File: config.mk
export PLATFORM = sky130hd
export DESIGN_NAME = sqtri_float_gen
export DESIGN_NICKNAME = d
export VERILOG_FILES = /design/src/rtl/sqtri_pkg.sv /design/src/rtl/u32_to_f64_pipe.sv /design/src/rtl/sqtri_float_gen.sv
export SDC_FILE = /design/constraint.sdc
export NUM_CORES = 1
export LEC_CHECK = 0
export ABC_AREA = 1
export BUFFER_PORTS_ARGS = -buffer_cell sky130_fd_sc_hd__buf_2
export CAP_MARGIN = 25
export CORE_MARGIN = 2
export CORE_UTILIZATION = 53
export CTS_CLUSTER_SIZE = 24
export DETAILED_ROUTE_END_ITERATION = 8
export PLACE_DENSITY = 0.83
export SYNTH_ARGS = -nofsm -noshare
export SYNTH_HDL_FRONTEND = slang
export SYNTH_SLANG_ARGS = --single-unit
File: constraint.sdc
create_clock -name clk -period 6.1 [get_ports clk]
set_clock_uncertainty 0.15 [all_clocks]
set_input_delay 0.305 -clock clk [delete_from_list [all_inputs] [get_ports clk]]
set_output_delay 0.305 -clock clk [all_outputs]
set_load 0.01 [all_outputs]
File: src/rtl/sqtri_pkg.sv
// Shared constants, source-select enum and a 16-bit leading-zero helper
// for the square/triangle wavetable generator and its double converter.
package sqtri_pkg;

    localparam int unsigned DATA_W   = 32;
    localparam int unsigned FP_W     = 64;
    localparam int unsigned CONV_LAT = 6;
    localparam int unsigned F64_BIAS = 1023;
    localparam int unsigned EXP_W    = 11;
    localparam int unsigned MANT_W   = 52;
    localparam int unsigned LZC_W    = 5;

    typedef enum logic [1:0] {
        SRC_SQUARE   = 2'd0,
        SRC_TRIANGLE = 2'd1,
        SRC_EXT      = 2'd2,
        SRC_ZERO     = 2'd3
    } src_sel_e;

    // Leading zeros of a 16-bit word; only used on non-zero inputs.
    function automatic logic [3:0] clz16(input logic [15:0] x);
        logic [3:0] cnt;
        logic       found;
        cnt   = 4'd0;
        found = 1'b0;
        for (int i = 15; i >= 0; i--) begin
            if (!found) begin
                if (x[i]) found = 1'b1;
                else      cnt   = cnt + 4'd1;
            end
        end
        return cnt;
    endfunction

endpackage

File: src/rtl/u32_to_f64_pipe.sv
// Six-stage exact unsigned-32 to IEEE-754 binary64 converter with a
// matching valid pipeline; data registers load only on valid cycles.
module u32_to_f64_pipe
    import sqtri_pkg::*;
(
    input  logic              clk,
    input  logic              nreset,
    input  logic              in_valid,
    input  logic [DATA_W-1:0] din,
    output logic [FP_W-1:0]   dout,
    output logic              out_valid
);

    logic [CONV_LAT-1:0] vld;

    logic              s1_zero;
    logic [DATA_W-1:0] s1_val;
    logic              s2_zero;
    logic [DATA_W-1:0] s2_val;
    logic              s2_lzc_hi;
    logic              s3_zero;
    logic [DATA_W-1:0] s3_val;
    logic [LZC_W-1:0]  s3_lzc;
    logic              s4_zero;
    logic [DATA_W-2:0] s4_frac;
    logic [LZC_W-1:0]  s4_lzc;
    logic [FP_W-1:0]   s5_word;

    logic              upper_zero_c;
    logic [EXP_W-1:0]  exp_c;
    logic [MANT_W-1:0] mant_c;

    always_comb begin
        upper_zero_c = (s1_val[DATA_W-1:16] == 16'd0);
        exp_c        = EXP_W'(F64_BIAS + DATA_W - 1) - EXP_W'(s4_lzc);
        mant_c       = {s4_frac, (MANT_W - DATA_W + 1)'(0)};
    end

    always_ff @(posedge clk or negedge nreset) begin
        if (!nreset) begin
            vld       <= '0;
            s1_zero   <= 1'b0;
            s1_val    <= '0;
            s2_zero   <= 1'b0;
            s2_val    <= '0;
            s2_lzc_hi <= 1'b0;
            s3_zero   <= 1'b0;
            s3_val    <= '0;
            s3_lzc    <= '0;
            s4_zero   <= 1'b0;
            s4_frac   <= '0;
            s4_lzc    <= '0;
            s5_word   <= '0;
            dout      <= '0;
        end else begin
            vld <= {vld[CONV_LAT-2:0], in_valid};
            if (in_valid) begin
                s1_zero <= (din == '0);
                s1_val  <= din;
            end
            // Coarse count: pre-shift by 16 when the upper half is empty.
            if (vld[0]) begin
                s2_zero   <= s1_zero;
                s2_val    <= upper_zero_c ? (s1_val << 16) : s1_val;
                s2_lzc_hi <= upper_zero_c;
            end
            if (vld[1]) begin
                s3_zero <= s2_zero;
                s3_val  <= s2_val;
                s3_lzc  <= {s2_lzc_hi, clz16(s2_val[DATA_W-1:16])};
            end
            // Drop the implicit leading one after normalising.
            if (vld[2]) begin
                s4_zero <= s3_zero;
                s4_frac <= (DATA_W-1)'(s3_val << s3_lzc[3:0]);
                s4_lzc  <= s3_lzc;
            end
            if (vld[3]) begin
                s5_word <= s4_zero ? '0 : {1'b0, exp_c, mant_c};
            end
            if (vld[4]) begin
                dout <= s5_word;
            end
        end
    end

    assign out_valid = vld[CONV_LAT-1];

endmodule

File: src/rtl/sqtri_float_gen.sv
// Square/triangle wavetable sample generator feeding a u32->f64 converter.
// Define SQTRI_TRIANGLE_EN to build the triangle table; otherwise sel 1 gives square.
module sqtri_float_gen
    import sqtri_pkg::*;
#(
    parameter int unsigned ADDR_W = 10
) (
    input  logic              clk,
    input  logic              nreset,
    input  logic              in_valid,
    input  logic [ADDR_W-1:0] address,
    input  logic [1:0]        sel,
    input  logic [DATA_W-1:0] dataa,
    output logic [DATA_W-1:0] sample,
    output logic              sample_valid,
    output logic [FP_W-1:0]   result,
    output logic              result_valid
);

    localparam int unsigned PHASE_W = ADDR_W - 1;

    logic [DATA_W-1:0] square_c;
    logic [DATA_W-1:0] wave1_c;
    logic [DATA_W-1:0] src_c;

    assign square_c = address[ADDR_W-1] ? '0 : '1;

`ifdef SQTRI_TRIANGLE_EN
    localparam int unsigned TRI_SHIFT = DATA_W - PHASE_W;

    logic [PHASE_W-1:0] phase_c;

    // Second half mirrors the first so the ramp falls back to zero.
    assign phase_c = address[ADDR_W-1] ? ~address[PHASE_W-1:0] : address[PHASE_W-1:0];
    assign wave1_c = DATA_W'(phase_c) << TRI_SHIFT;
`else
    logic unused_phase_c;

    assign unused_phase_c = ^address[PHASE_W-1:0];
    assign wave1_c        = square_c;
`endif

    always_comb begin
        src_c = '0;
        case (src_sel_e'(sel))
            SRC_SQUARE:   src_c = square_c;
            SRC_TRIANGLE: src_c = wave1_c;
            SRC_EXT:      src_c = dataa;
            SRC_ZERO:     src_c = '0;
            default:      src_c = '0;
        endcase
    end

    always_ff @(posedge clk or negedge nreset) begin
        if (!nreset) begin
            sample       <= '0;
            sample_valid <= 1'b0;
        end else begin
            sample_valid <= in_valid;
            if (in_valid) sample <= src_c;
        end
    end

    u32_to_f64_pipe u_conv (
        .clk       (clk),
        .nreset    (nreset),
        .in_valid  (sample_valid),
        .din       (sample),
        .dout      (result),
        .out_valid (result_valid)
    );

endmodule

==> reports/results.txt <==
peak supply drop = 197.7 µV
Worst path slowest cell = dfrtp_1
TritonRoute pass-1 iters = 5
Post-synth ARST share = 1.000
area taken by multi-input logic gates = 4716 µm²
Cells after Synth = 1,451
EDFF count, synth = 0
DR vias = 10.16k
Power Dens Cells = 353.4 nW/µm²
dpl ws = -0.5126 ns
post-synthesis sequential area ratio = 0.5367
Startpoint Class = register
Yosys cell types = 41
Sw Ratio = 0.3061
Tot Pwr = 5.147 mW
Max FO, Critical Path = 3
Setup-failing EPs final = 0
net switching power = 1.576 mW
largest cells by area after synthesis = dfrtp_1 54%, nand2_1 10%, o21ai_0 6.6%
Initial Utilization = 0.5396
CTS tree = done
Synth area leader = dfrtp_1
Critical Path Start = u_conv.s2_val[31]
largest net degree at the start of global routing = 126
Global Route Usage Sum = 0.2271
vias in the first global route = 9,612
area delta synth->final = 19.22%
DR WL/cell = 14.78 µm
Slew Limit Headroom = 0.3308
Placed Cells = 1,799
Sequential Area = 6558 µm²
Hold Crit Class = input port to register
period utilization = 0.9871
hold_ws = 0.02668 ns
Root Driver = clkbuf_16
Worst R2R Start = u_conv.s2_val[31]
Crit path required time = 6.33 ns
WL final = 28,030 µm
cell row count = 55
most used cell, CP = nand2_1
Buffers on Ports = 113
yosys warns = 0
Fillers = 1,745
Reg power frac = 0.434
Mean Syn Cell Area = 8.420 µm²
design area = 14,570 µm²
Die X = 155.8 µm
number of cells on the worst reg-to-reg path = 49
DIE HEIGHT = 155.8 µm
DPL Wire Length = 17,880 µm
remaining antenna violation count after routing = 0
initial antenna violation count = 0
WS Path Type = register to register
CP endpoint = u_conv.s3_lzc[1]
Sum Neg Setup Slack = 0 ns
Synth top area share = 0.5367
reg2reg setup slack = 0.08 ns
TritonCTS buffer count = 26
Vias/cell = 5.358
actual slew at the worst max-slew pin = 1.004 ns
Iter 0 DRT Violations = 752
DRC = 0
status = completed
Ports = 145
combinational share of power = 0.228
Post-Layout Cell Count = 1,896
reg2reg end = u_conv.s3_lzc[1]
Core ar. = 22,640 µm²
Num Clock Sinks = 262
dpl cell area = 12,970 µm²
Fin. Hold Viols = 0
# H-tree levels = 1
RSZ-0062 raised after global routing = yes
min Tclk post-route = 6.021 ns
crit path DAT = 6.25 ns
Clk pin slew, worst setup/hold paths = 0.06 ns
max-cap check violation count = 0
final setup margin = 0.07872 ns
maximum clock path buffer count = 3
Post-Syn Area = 12,220 µm²
slowest stage delay, CP = 0.40 ns
leakage dissipation = 7.101 nW
Pint = 3.571 mW
Layout Utilization = 0.6433
GP Congestion = 0.8883
Setup crit end kind = register
final net count = 1,652
worst skew pair latency = 0.52 ns
dominant synthesized flop cell = dfrtp_1
Fmax achieved = 166.1 MHz
clock network fraction of total power = 0.338
grt total ovfl = 0
FF+latch count, synth = 262
n_diodes = 0
final max-slew violation count = 0
fraction of layout cells with a size suffix above 1 = 0.1558
first-pass GRT wire length = 45,840 µm
die footprint = 24,280 µm²
==> how the worst min path moves through the flow <==
stage,startpoint,endpoint,slack [ns],cells after the start
global route,in_valid,sample_valid,0.03,1
detailed placement,nreset,u_conv.dout[61],0.31,1
CTS,in_valid,sample_valid,0.0006,1
floorplan,nreset,sample[0],-0.14,0
finish,in_valid,sample_valid,0.03,1
global placement,nreset,u_conv.dout[58],0.30,1
==> cell type report <==
class | count | share of cell area
well taps | 285 | 0.02448
inverters | 193 | 0.04974
repair buffers | 185 | 0.08565
flip-flops and latches | 262 | 0.4502
multi-input cells | 923 | 0.3238
clock inverters | 10 | 0.01074
clock buffers | 38 | 0.05541
==> critical path: cells and delay by family, from the launching register on <==
| kind | cells | cell delay [ns] |
|---|---|---|
| compound gates | 6 | 0.63 |
| fa+ha+maj | 8 | 1.95 |
| buf+inv | 10 | 0.61 |
| flops | 1 | 0.40 |
| simple gates | 25 | 2.15 |
==> cell usage after synthesis, types with 14 or more instances <==
cell type and n:
a21oi_1 80, o21ai_0 162, nor2_1 117, mux2i_1 17
inv_1 189, dfrtp_1 262, nand3_1 48, ha_1 14
buf_4 23, o22ai_1 37, nand2_1 330, clkbuf_1 69
==> logic make-up (layout without fill, tap and decap cells) <==
family / after synthesis / count (layout) / share of synthesized area
compound gates: 329 / 329 / 0.1491
xor+xnor: 4 / 4 / 0.002868
fa+ha+maj: 14 / 14 / 0.01434
buf+inv: 287 / 426 / 0.09525
flops: 262 / 262 / 0.5367
mux: 17 / 17 / 0.01393
other cells: 1 / 22 / 0.0003070
simple gates: 537 / 537 / 0.1875
==> placed cells by master (no fill, tap or decap), drive strengths merged, types with 8 or more instances in the layout <==
cell type | Yosys | routed
nand2 | 336 | 336
nand3 | 50 | 50
inv | 191 | 192
buf | 25 | 151
a31oi | 10 | 10
o221ai | 13 | 13
mux2i | 17 | 17
clkbuf | 69 | 38
nand4 | 10 | 10
o211ai | 11 | 11
o21ai | 165 | 165
a21oi | 81 | 81
dlygate4sd3 | 0 | 34
nor4 | 8 | 8
dfrtp | 262 | 262
conb | 1 | 22
ha | 14 | 14
o22ai | 37 | 37
nor2 | 125 | 125
==> power groups by stage <==
| stage | clock network (mW) | registers (mW) | logic [mW] |
|---|---|---|---|
| finish | 1.74 | 2.23 | 1.17 |
| global route | 1.83 | 2.27 | 1.32 |
| CTS | 1.76 | 2.23 | 1.12 |
| detailed placement | 0 | 2.26 | 1.06 |
| global placement | 0 | 2.25 | 1.02 |
| floorplan | 0 | 2.23 | 0.722 |
==> flip-flops by register name, summed over array words and instances, names as in the netlist <==
signal / count
sample: 32
sample_valid: 1
u_conv.dout: 41
u_conv.s1_val: 32
u_conv.s1_zero: 1
u_conv.s2_lzc_hi: 1
u_conv.s2_val: 32
u_conv.s2_zero: 1
u_conv.s3_lzc: 5
u_conv.s3_val: 31
u_conv.s3_zero: 1
u_conv.s4_frac: 31
u_conv.s4_lzc: 5
u_conv.s4_zero: 1
u_conv.s5_word: 41
u_conv.vld: 6
==> routing by layer <==
metal / routed length (µm) / share of wire / GRT usage
met2: 13640 / 0.49 / 0.3871
met5: 0 / 0 / 0
met4: 682 / 0.024 / 0.06029
met3: 1607 / 0.057 / 0.03444
met1: 12100 / 0.43 / 0.3058
==> repair_timing <==
item                                    4_1_cts  5_1_grt
hold buffers                                 33        1
endpoints found under the hold margin       155        1
setup buffers                                13        1
pin swaps                                    17       31
endpoints found under the setup margin        3        3
resized for setup                            18       18
No activity file was read; power rests on OpenSTA's default activity.
